===== src/rtl/memory_access.sv =====
// rtl/memory_access.sv - MEM-stage load/store unit driving a request/ready data-memory bus
module memory_access #(
  parameter int ADDR_W = 32
) (
  input  logic              clk,
  input  logic              rst_n,
  input  logic              memRead_MEM,
  input  logic              memWrite_MEM,
  input  logic [2:0]        funct3_MEM,
  input  logic [31:0]       ALUResult_MEM,
  input  logic [31:0]       writeData_MEM,
  output logic              dmemReq,
  output logic              dmemWe,
  output logic [ADDR_W-1:0] dmemAddr,
  output logic [3:0]        dmemBe,
  output logic [31:0]       dmemWdata,
  input  logic [31:0]       dmemRdata,
  input  logic              dmemReady,
  output logic [31:0]       loadOut_MEM,
  output logic              stall_MEM,
  output logic              accessFault_MEM
);

  typedef enum logic [1:0] {S_IDLE, S_WAIT, S_DONE} state_t;

  state_t              r_state;
  state_t              w_next;
  logic                r_we;
  logic [ADDR_W-1:0]   r_addr;
  logic [3:0]          r_be;
  logic [31:0]         r_wdata;
  logic [2:0]          r_funct3;
  logic [1:0]          r_lo;
  logic [31:0]         r_load_out;

  logic                w_any;
  logic                w_both;
  logic                w_illegal;
  logic                w_misalign;
  logic                w_fault;
  logic                w_issue;
  logic                w_capture;
  logic [ADDR_W-1:0]   w_addr_new;
  logic [3:0]          w_be_new;
  logic [31:0]         w_wdata_new;
  logic [2:0]          w_cap_f3;
  logic [1:0]          w_cap_lo;
  logic [7:0]          w_byte;
  logic [15:0]         w_half;
  logic [31:0]         w_load_ext;

  // Request decode; rst_n gates the issue so nothing reaches the bus while reset is held
  always_comb begin
    w_any      = memRead_MEM | memWrite_MEM;
    w_both     = memRead_MEM & memWrite_MEM;
    w_illegal  = (funct3_MEM == 3'b011) | (funct3_MEM[2:1] == 2'b11) |
                 (funct3_MEM[2] & memWrite_MEM);
    w_misalign = ((funct3_MEM[1:0] == 2'b01) & ALUResult_MEM[0]) |
                 ((funct3_MEM == 3'b010) & (ALUResult_MEM[1:0] != 2'b00));
    w_fault    = w_both | (w_any & (w_illegal | w_misalign));
    w_issue    = rst_n & w_any & ~w_fault & (r_state == S_IDLE);
    w_addr_new = {ALUResult_MEM[ADDR_W-1:2], 2'b00};
    w_be_new   = 4'b0000;
    w_wdata_new = 32'h0;
    case (funct3_MEM[1:0])
      2'b00:   w_be_new = 4'b0001 << ALUResult_MEM[1:0];
      2'b01:   w_be_new = ALUResult_MEM[1] ? 4'b1100 : 4'b0011;
      default: w_be_new = 4'b1111;
    endcase
    if (memWrite_MEM) begin
      case (funct3_MEM[1:0])
        2'b00:   w_wdata_new = {4{writeData_MEM[7:0]}};
        2'b01:   w_wdata_new = {2{writeData_MEM[15:0]}};
        default: w_wdata_new = writeData_MEM;
      endcase
    end
  end

  // Load extraction uses live inputs on a zero-wait issue, latched fields otherwise
  always_comb begin
    w_cap_f3  = (r_state == S_IDLE) ? funct3_MEM : r_funct3;
    w_cap_lo  = (r_state == S_IDLE) ? ALUResult_MEM[1:0] : r_lo;
    w_capture = dmemReady & ((w_issue & ~memWrite_MEM) | ((r_state == S_WAIT) & ~r_we));
    case (w_cap_lo)
      2'd0:    w_byte = dmemRdata[7:0];
      2'd1:    w_byte = dmemRdata[15:8];
      2'd2:    w_byte = dmemRdata[23:16];
      default: w_byte = dmemRdata[31:24];
    endcase
    w_half = w_cap_lo[1] ? dmemRdata[31:16] : dmemRdata[15:0];
    case (w_cap_f3)
      3'b000:  w_load_ext = {{24{w_byte[7]}}, w_byte};
      3'b100:  w_load_ext = {24'h0, w_byte};
      3'b001:  w_load_ext = {{16{w_half[15]}}, w_half};
      3'b101:  w_load_ext = {16'h0, w_half};
      default: w_load_ext = dmemRdata;
    endcase
  end

  always_comb begin
    w_next          = r_state;
    dmemReq         = 1'b0;
    dmemWe          = 1'b0;
    dmemAddr        = '0;
    dmemBe          = 4'b0000;
    dmemWdata       = 32'h0;
    stall_MEM       = 1'b0;
    accessFault_MEM = 1'b0;
    case (r_state)
      S_IDLE: begin
        accessFault_MEM = rst_n & w_fault;
        if (w_issue) begin
          dmemReq   = 1'b1;
          dmemWe    = memWrite_MEM;
          dmemAddr  = w_addr_new;
          dmemBe    = w_be_new;
          dmemWdata = w_wdata_new;
          stall_MEM = 1'b1;
          w_next    = dmemReady ? S_DONE : S_WAIT;
        end
      end
      S_WAIT: begin
        dmemReq   = 1'b1;
        dmemWe    = r_we;
        dmemAddr  = r_addr;
        dmemBe    = r_be;
        dmemWdata = r_wdata;
        stall_MEM = 1'b1;
        if (dmemReady) w_next = S_DONE;
      end
      S_DONE:  w_next = S_IDLE;
      default: w_next = S_IDLE;
    endcase
  end

  always_ff @(posedge clk or negedge rst_n) begin
    if (!rst_n) begin
      r_state    <= S_IDLE;
      r_we       <= 1'b0;
      r_addr     <= '0;
      r_be       <= 4'b0000;
      r_wdata    <= 32'h0;
      r_funct3   <= 3'b000;
      r_lo       <= 2'b00;
      r_load_out <= 32'h0;
    end else begin
      r_state <= w_next;
      if (w_issue) begin
        r_we     <= memWrite_MEM;
        r_addr   <= w_addr_new;
        r_be     <= w_be_new;
        r_wdata  <= w_wdata_new;
        r_funct3 <= funct3_MEM;
        r_lo     <= ALUResult_MEM[1:0];
      end
      if (w_capture) r_load_out <= w_load_ext;
    end
  end

  assign loadOut_MEM = r_load_out;

endmodule

===== config.mk =====
export PLATFORM = sky130hd
export DESIGN_NAME = memory_access
export DESIGN_NICKNAME = d
export VERILOG_FILES = /design/src/rtl/memory_access.sv
export SDC_FILE = /design/constraint.sdc
export NUM_CORES = 1
export LEC_CHECK = 0
export CAP_MARGIN = 20
export CORE_MARGIN = 2
export CORE_UTILIZATION = 45
export DETAILED_ROUTE_END_ITERATION = 7
export MAX_ROUTING_LAYER = met4
export PLACE_DENSITY = 0.81
export SYNTH_ARGS = -nofsm -noshare
export SYNTH_HDL_FRONTEND = slang
export SYNTH_SLANG_ARGS = --single-unit

===== constraint.sdc =====
create_clock -name clk -period 2.3 [get_ports clk]
set_input_delay 0.46 -clock clk [delete_from_list [all_inputs] [get_ports clk]]
set_output_delay 0.46 -clock clk [all_outputs]
set_load 0.02 [all_outputs]

* Yosys cells after proc, flatten, opt, wreduce, memory -nomap -nowiden
Index checks and enable logic that the tools add are counted.
** Word-level totals
- Register bits :: 106
- Input port bits :: 104
- Output and inout port bits :: 104
- Logic and storage cells :: 73
** Cells by class
- Eq/ne operators :: 12
- Shift operators :: 1
- Muxes and demuxes :: 24
- Bitwise gates (word level) :: 22
- Reduce and logical (&&, ||, !) cells :: 6
** Operators with widths (number)
- 32-bit one-hot mux with 2 select lines :: 3
- 32-bit one-hot mux with 4 select lines :: 1
- 32-bit 2-to-1 mux :: 3
- 8-bit one-hot mux with 3 select lines :: 1
- 16-bit 2-to-1 mux :: 1
- 4-bit one-hot mux with 2 select lines :: 2
- 1-bit bitwise AND :: 12
- 2-bit 2-to-1 mux :: 4
- 4-bit 2-to-1 mux :: 2
- 1-bit bitwise OR :: 7
- 2-bit by 1-bit equality test with 1-bit output, second input constant :: 3
- 3-bit by 2-bit equality test with 1-bit output, second input constant :: 2
- 3-bit equality test, second input constant :: 2
- 2-bit logical NOT :: 3
- 2-bit equality test, second input constant :: 2
- 2-bit != test, second input constant :: 2
- 1-bit one-hot mux with 2 select lines :: 2
- 2-bit one-hot mux with 2 select lines :: 1
- 1-bit by 2-bit left shift with 4-bit output, first input constant :: 1
- 3-bit by 1-bit equality test with 1-bit output, second input constant :: 1
- 3-bit logical NOT :: 1
- 1-bit 2-to-1 mux :: 3
- 3-bit 2-to-1 mux :: 1
- 1-bit inverter :: 3
- 2 further kinds :: 2

* Longest topological paths before layout
- Word-level depth :: 12
- Gate-level depth with buffers :: 8
- Gate-level depth less buffers :: 5

* Worst setup path before layout
No wires, ideal clock.
- Kind :: input -> output
- Start :: input port funct3_MEM[0]
- End :: output port dmemWdata[10]
- Arrival time :: 2.009 ns
- Data required time :: 1.840 ns
- Path slack :: -0.169 ns
- Cell stages on the path :: 7
- Buffers on the path :: 3
- Cell sequence :: buf_2 > nor4_2 > nor2_1 > or2_2 > clkbuf_1 > buf_2 > o21ai_0
** On the way
- Word-level cells in the longest chain between the ends :: 11
- Elaborated cells on any way between the ends :: 19
- Those cells by class :: eq/ne (3); mux (4); bitwise (11); reduce/logical (1)
** RTL lines
- from (decl) :: line 9 : input logic [2:0] funct3_MEM,
- 3-bit by 2-bit equality test with 1-bit output (tied with other cells) :: line 56 : w_illegal = (funct3_MEM == 3'b011) | (funct3_MEM[2:1] == 2'b11) |
- 1-bit bitwise OR (tied with other cells) :: line 56
- 1-bit bitwise OR (on tied branches) :: line 56, 58
- 1-bit bitwise OR :: line 60 : w_fault = w_both | (w_any & (w_illegal | w_misalign));
- 1-bit bitwise AND :: line 60
- 1-bit bitwise OR :: line 60
- 1-bit inverter :: line 61 : w_issue = rst_n & w_any & ~w_fault & (r_state == S_IDLE);
- 1-bit bitwise AND (2 in series) :: line 61
- 32-bit 2-to-1 mux (*) :: line 112 : if (w_issue) begin
- 32-bit one-hot mux with 2 select lines (*) :: line 109 : case (r_state)
- to (decl) :: line 16 : output logic [31:0] dmemWdata,
Every way passes the cells marked *; elsewhere a longest branch is shown, timed or not.

* Worst setup path after layout
- Start :: register r_state[1]
- End :: output port dmemAddr[31]
** On the way
- Word-level cells in the longest chain between the ends :: 4
- Elaborated cells on any way between the ends :: 5
- Those cells by class :: eq/ne (1); mux (2); bitwise (1); reduce/logical (1)
** RTL lines
- from (decl) :: line 26 : state_t r_state;
- from (signal assigned) :: line 147 : r_state <= w_next;
- 2-bit logical NOT :: line 61, 109
- 1-bit bitwise AND :: line 61
- 32-bit 2-to-1 mux :: line 112
- 32-bit one-hot mux with 2 select lines (*) :: line 109
- to (decl) :: line 14 : output logic [ADDR_W-1:0] dmemAddr,
Marks and branches as above.

==> results.py <==
metrics = {
    "timing": {
        "setup_slack_ns": -0.306,
        "period_needed_ns": 2.61,
        "max-slew-margin-rel_pct": 44.4,
        "timing.fmax_ghz": 0.384,
        "setup_viol": 67,
        "hold_slack_ns": 0.0784,
        "rsz0062_at_grt": "yes",
        "period_share_pct": 113,
        "final_hold_viol_count": 0,
        "tightest_slew_ns": 0.834,
        "skew_ns": 0.00665,
        "final_max_slew_viol_count": 0,
    },
    "grt": {
        "overflow": 0,
        "first_global_vias": 6420,
        "grt_use_total_pct": 31.2,
        "antenna_found_initial": 0,
        "grt_pass1_wl_um": 32100,
        "grt_max_degree": 66,
    },
    "clock_network": {
        "clock_latency_ns": 0.36,
        "hold_buffers": 0,
        "cts_tree": "done",
        "clock_sinks": 106,
        "path_clk_slew_ns": 0.08,
        "numCtsBuffers": 9,
        "cts_max_level": 3,
        "cts-root-buf": "clkbuf_16",
        "cts_buffer_depth": 2,
    },
    "cells_and_area": {
        "final_cell_area_um2": 9570,
        "fin_nets": 1087,
        "area_delta_synth_final_pct": 66.3,
        "drive_gt1_share_pct": 30.9,
    },
    "pwr": {
        "p_clk_share_pct": 25.8,
        "leakage_nw": 4.53,
        "switchingPower_mw": 2.36,
        "power.internal_mw": 4.50,
        "p_sw_share_pct": 34.4,
        "seq_power_share_pct": 38.8,
        "powerDensity_nw_per_um2": 717,
        "pwr-share-comb_pct": 35.4,
        "peakVddDrop_mv": 0.426,
    },
    "floorplan": {
        "dieArea_um2": 13700,
        "core_um2": 12600,
        "io_pins": 208,
        "initial_core_util_pct": 45.8,
        "core.rowCount": 41,
        "die_w_um": 117,
        "die_h_um": 117,
    },
    "place": {
        "gp_congestion": 0.919,
        "dpl.hpwl_um": 14600,
        "placed_cell_area_um2": 8720,
        "port_buffers": 205,
    },
    "critical_path": {
        "worst_path_max_delay_cell": "dfrtp_2",
        "crit_arrival_ns": 2.15,
        "worstPathRequired_ns": 1.84,
        "crit_type": "flop to output pin",
        "cp_cell_sequence": "or2_1 -> or2_4 -> nor2_4 -> buf_12 -> buf_12 -> nand2_1 -> a21oi_1 -> buf_4",
        "start_kind": "flop",
        "cpMostUsedCell": "buf_12",
        "worstSetupEndpointType": "output pin",
        "critPathMaxStageDelay_ns": 0.40,
        "critPathMaxFanout": 8,
    },
    "route": {
        "drtPass1Iterations": 5,
        "vias_per_cell": 5.73,
        "wire_per_inst_um": 18.8,
        "final_antenna_net_count": 0,
        "remaining_drc_errors": 0,
        "wirelength_um": 21800,
        "drtIter0Drc": 699,
        "num_vias": 6657,
    },
    "yosys": {
        "synth_area_um2": 5750,
        "ys_types": 53,
        "synth_cells": 696,
        "syn_area_per_cell_um2": 8.27,
        "async_flop_share_pct": 100,
        "yosys-top-cells-area": "dfrtp_1 46%, nand2_1 14%, a21oi_1 6.5%, mux2i_1 3.5%, nor2_1 3.4%",
        "synth_top_area_cell": "dfrtp_1",
        "netlist.area_leader.share_pct": 46.1,
        "synth_edf_count": 0,
        "synth_flop_cell": "dfrtp_1",
        "ys_warn_count": 0,
        "yosys_register_bits": 106,
        "yosysSeqAreaShare_pct": 46.1,
    },
    "outcome": {
        "violations": "setup timing",
        "outcome": "finished, violations left",
    },
    "min_path": {
        "hp-class": "primary input to asynchronous set/reset pin",
    },
    "run": {
        "max-cap-violations": 0,
    },
}
## flip-flops by register name, summed over array words and instances, names as in the netlist
name,cells
loadOut_MEM,32
r_wdata,32
r_addr,30
r_be,4
r_funct3,3
r_lo,2
r_state,2
r_we,1
## path summary, 6_finish.rpt
check	slack [ns]	from	end	cells past startpoint
max in group asynchronous	0.88	rst_n	r_state[0]	4
hold / removal	0.08	rst_n	r_wdata[26]	2
setup / recovery	-0.31	r_state[1]	dmemAddr[31]	8
setup reg to reg	0.03	r_state[0]	loadOut_MEM[2]	9
hold reg to reg	0.48	r_addr[24]	r_addr[24]	2
min in group clk	0.48	r_addr[24]	r_addr[24]	2
## cell usage after synthesis, types with 6 or more instances
| library cell | instances |
|---|---|
| clkbuf_1 | 19 |
| nand3_1 | 8 |
| a221oi_1 | 8 |
| a31oi_1 | 18 |
| a21o_1 | 25 |
| buf_4 | 6 |
| nor2_1 | 52 |
| a22o_1 | 17 |
| nand2_1 | 218 |
| o21ai_0 | 26 |
| buf_2 | 21 |
| mux2i_1 | 20 |
| a21oi_1 | 75 |
| o211ai_1 | 7 |
| dfrtp_1 | 106 |
## power groups by stage
stage	clock network [mW]	logic, mW	registers [mW]
detailed placement	0	2.31	2.68
floorplan	0	0.876	2.91
CTS	1.76	2.36	2.65
global placement	0	2.24	2.64
finish	1.77	2.43	2.66
global route	1.83	2.60	2.71
## timing repair
action,in CTS,in global routing
gates cloned,3,2
pin swaps,25,22
gates resized for setup,440,54
setup endpoints to repair,82,94
buffers inserted,16,5
## area by class of cell
class	instances	area, um2
Multi-Input combinational cell	540	3210
Timing Repair Buffer	324	3130
Fill cell	815	3000
Sequential cell	106	2660
Clock buffer	9	225
Tap cell	172	215
Clock inverter	7	110
Inverter	2	7.51
Antenna cell	2	5.00
## per-layer routing
metal	track usage [%]	routed length (um)	share of wire, %
met5	-	0	0
met4	13.6	764	3.5
met3	5.56	1750	8.0
met2	51.3	10700	49
met1	37.9	8600	39
## layout by cell type, fill, tap and decap left out, types with 3 or more instances in the layout
| cell | netlist | final |
|---|---|---|
| a21oi_2 | 0 | 38 |
| buf_12 | 0 | 9 |
| buf_2 | 21 | 5 |
| nand2b_1 | 3 | 3 |
| clkdlybuf4s50_1 | 0 | 127 |
| buf_6 | 3 | 61 |
| and3_1 | 5 | 5 |
| inv_8 | 0 | 3 |
| a31oi_1 | 18 | 18 |
| o21ai_0 | 26 | 20 |
| mux2_2 | 5 | 5 |
| o211ai_1 | 7 | 7 |
| nand2_1 | 218 | 210 |
| buf_4 | 6 | 114 |
| nand3b_1 | 3 | 3 |
| o21ai_2 | 1 | 4 |
| or2_4 | 0 | 3 |
| nand2_2 | 0 | 8 |
| dlygate4sd2_1 | 0 | 3 |
| a21oi_1 | 75 | 34 |
| a221oi_1 | 8 | 7 |
| a21o_1 | 25 | 25 |
| clkbuf_16 | 0 | 11 |
| nor2_2 | 3 | 3 |
| o21ai_1 | 5 | 8 |
| dfrtp_1 | 106 | 104 |
| a21oi_4 | 0 | 3 |
| mux2i_1 | 20 | 19 |
| nor2b_1 | 5 | 4 |
| nor2_1 | 52 | 39 |
| nor2_4 | 0 | 13 |
| a22o_1 | 17 | 17 |
| nand3_1 | 8 | 8 |
## cell families (layout without fill, tap and decap cells)
family	count (synthesis)	after routing	synth area share (%)
other cells	1	4	0.0652
compound gates	197	197	21.6
simple gates	314	315	22.9
buf+inv	52	342	4.63
mux	26	26	4.72
flops	106	106	46.1
## stage by stage
step / utilization [%] / total power, mW / cells / worst slack (ns) / setup TNS, ns
CTS: 74.1 / 6.76 / 1154 / -0.241 / -9.93
global route: 76.1 / 7.15 / 1160 / -0.392 / -19.17
finish: 76.1 / 6.86 / 1162 / -0.306 / -13.69
global placement: 69.4 / 4.89 / 1119 / -0.967 / -81.16
floorplan: - / 3.78 / 697 / 0.00716 / 0
detailed placement: 69.4 / 4.99 / 1119 / -0.955 / -86.64
## critical path, delay by kind of cell, from the launching register on
| kind | cells | cell delay [ns] |
|---|---|---|
| DFF | 1 | 0.40 |
| AOI/OAI and AO/OA | 1 | 0.17 |
| and+or+nand+nor | 4 | 0.76 |
| buffers and inverters | 3 | 0.45 |
Note: power is estimated with default switching activity, not from simulation.
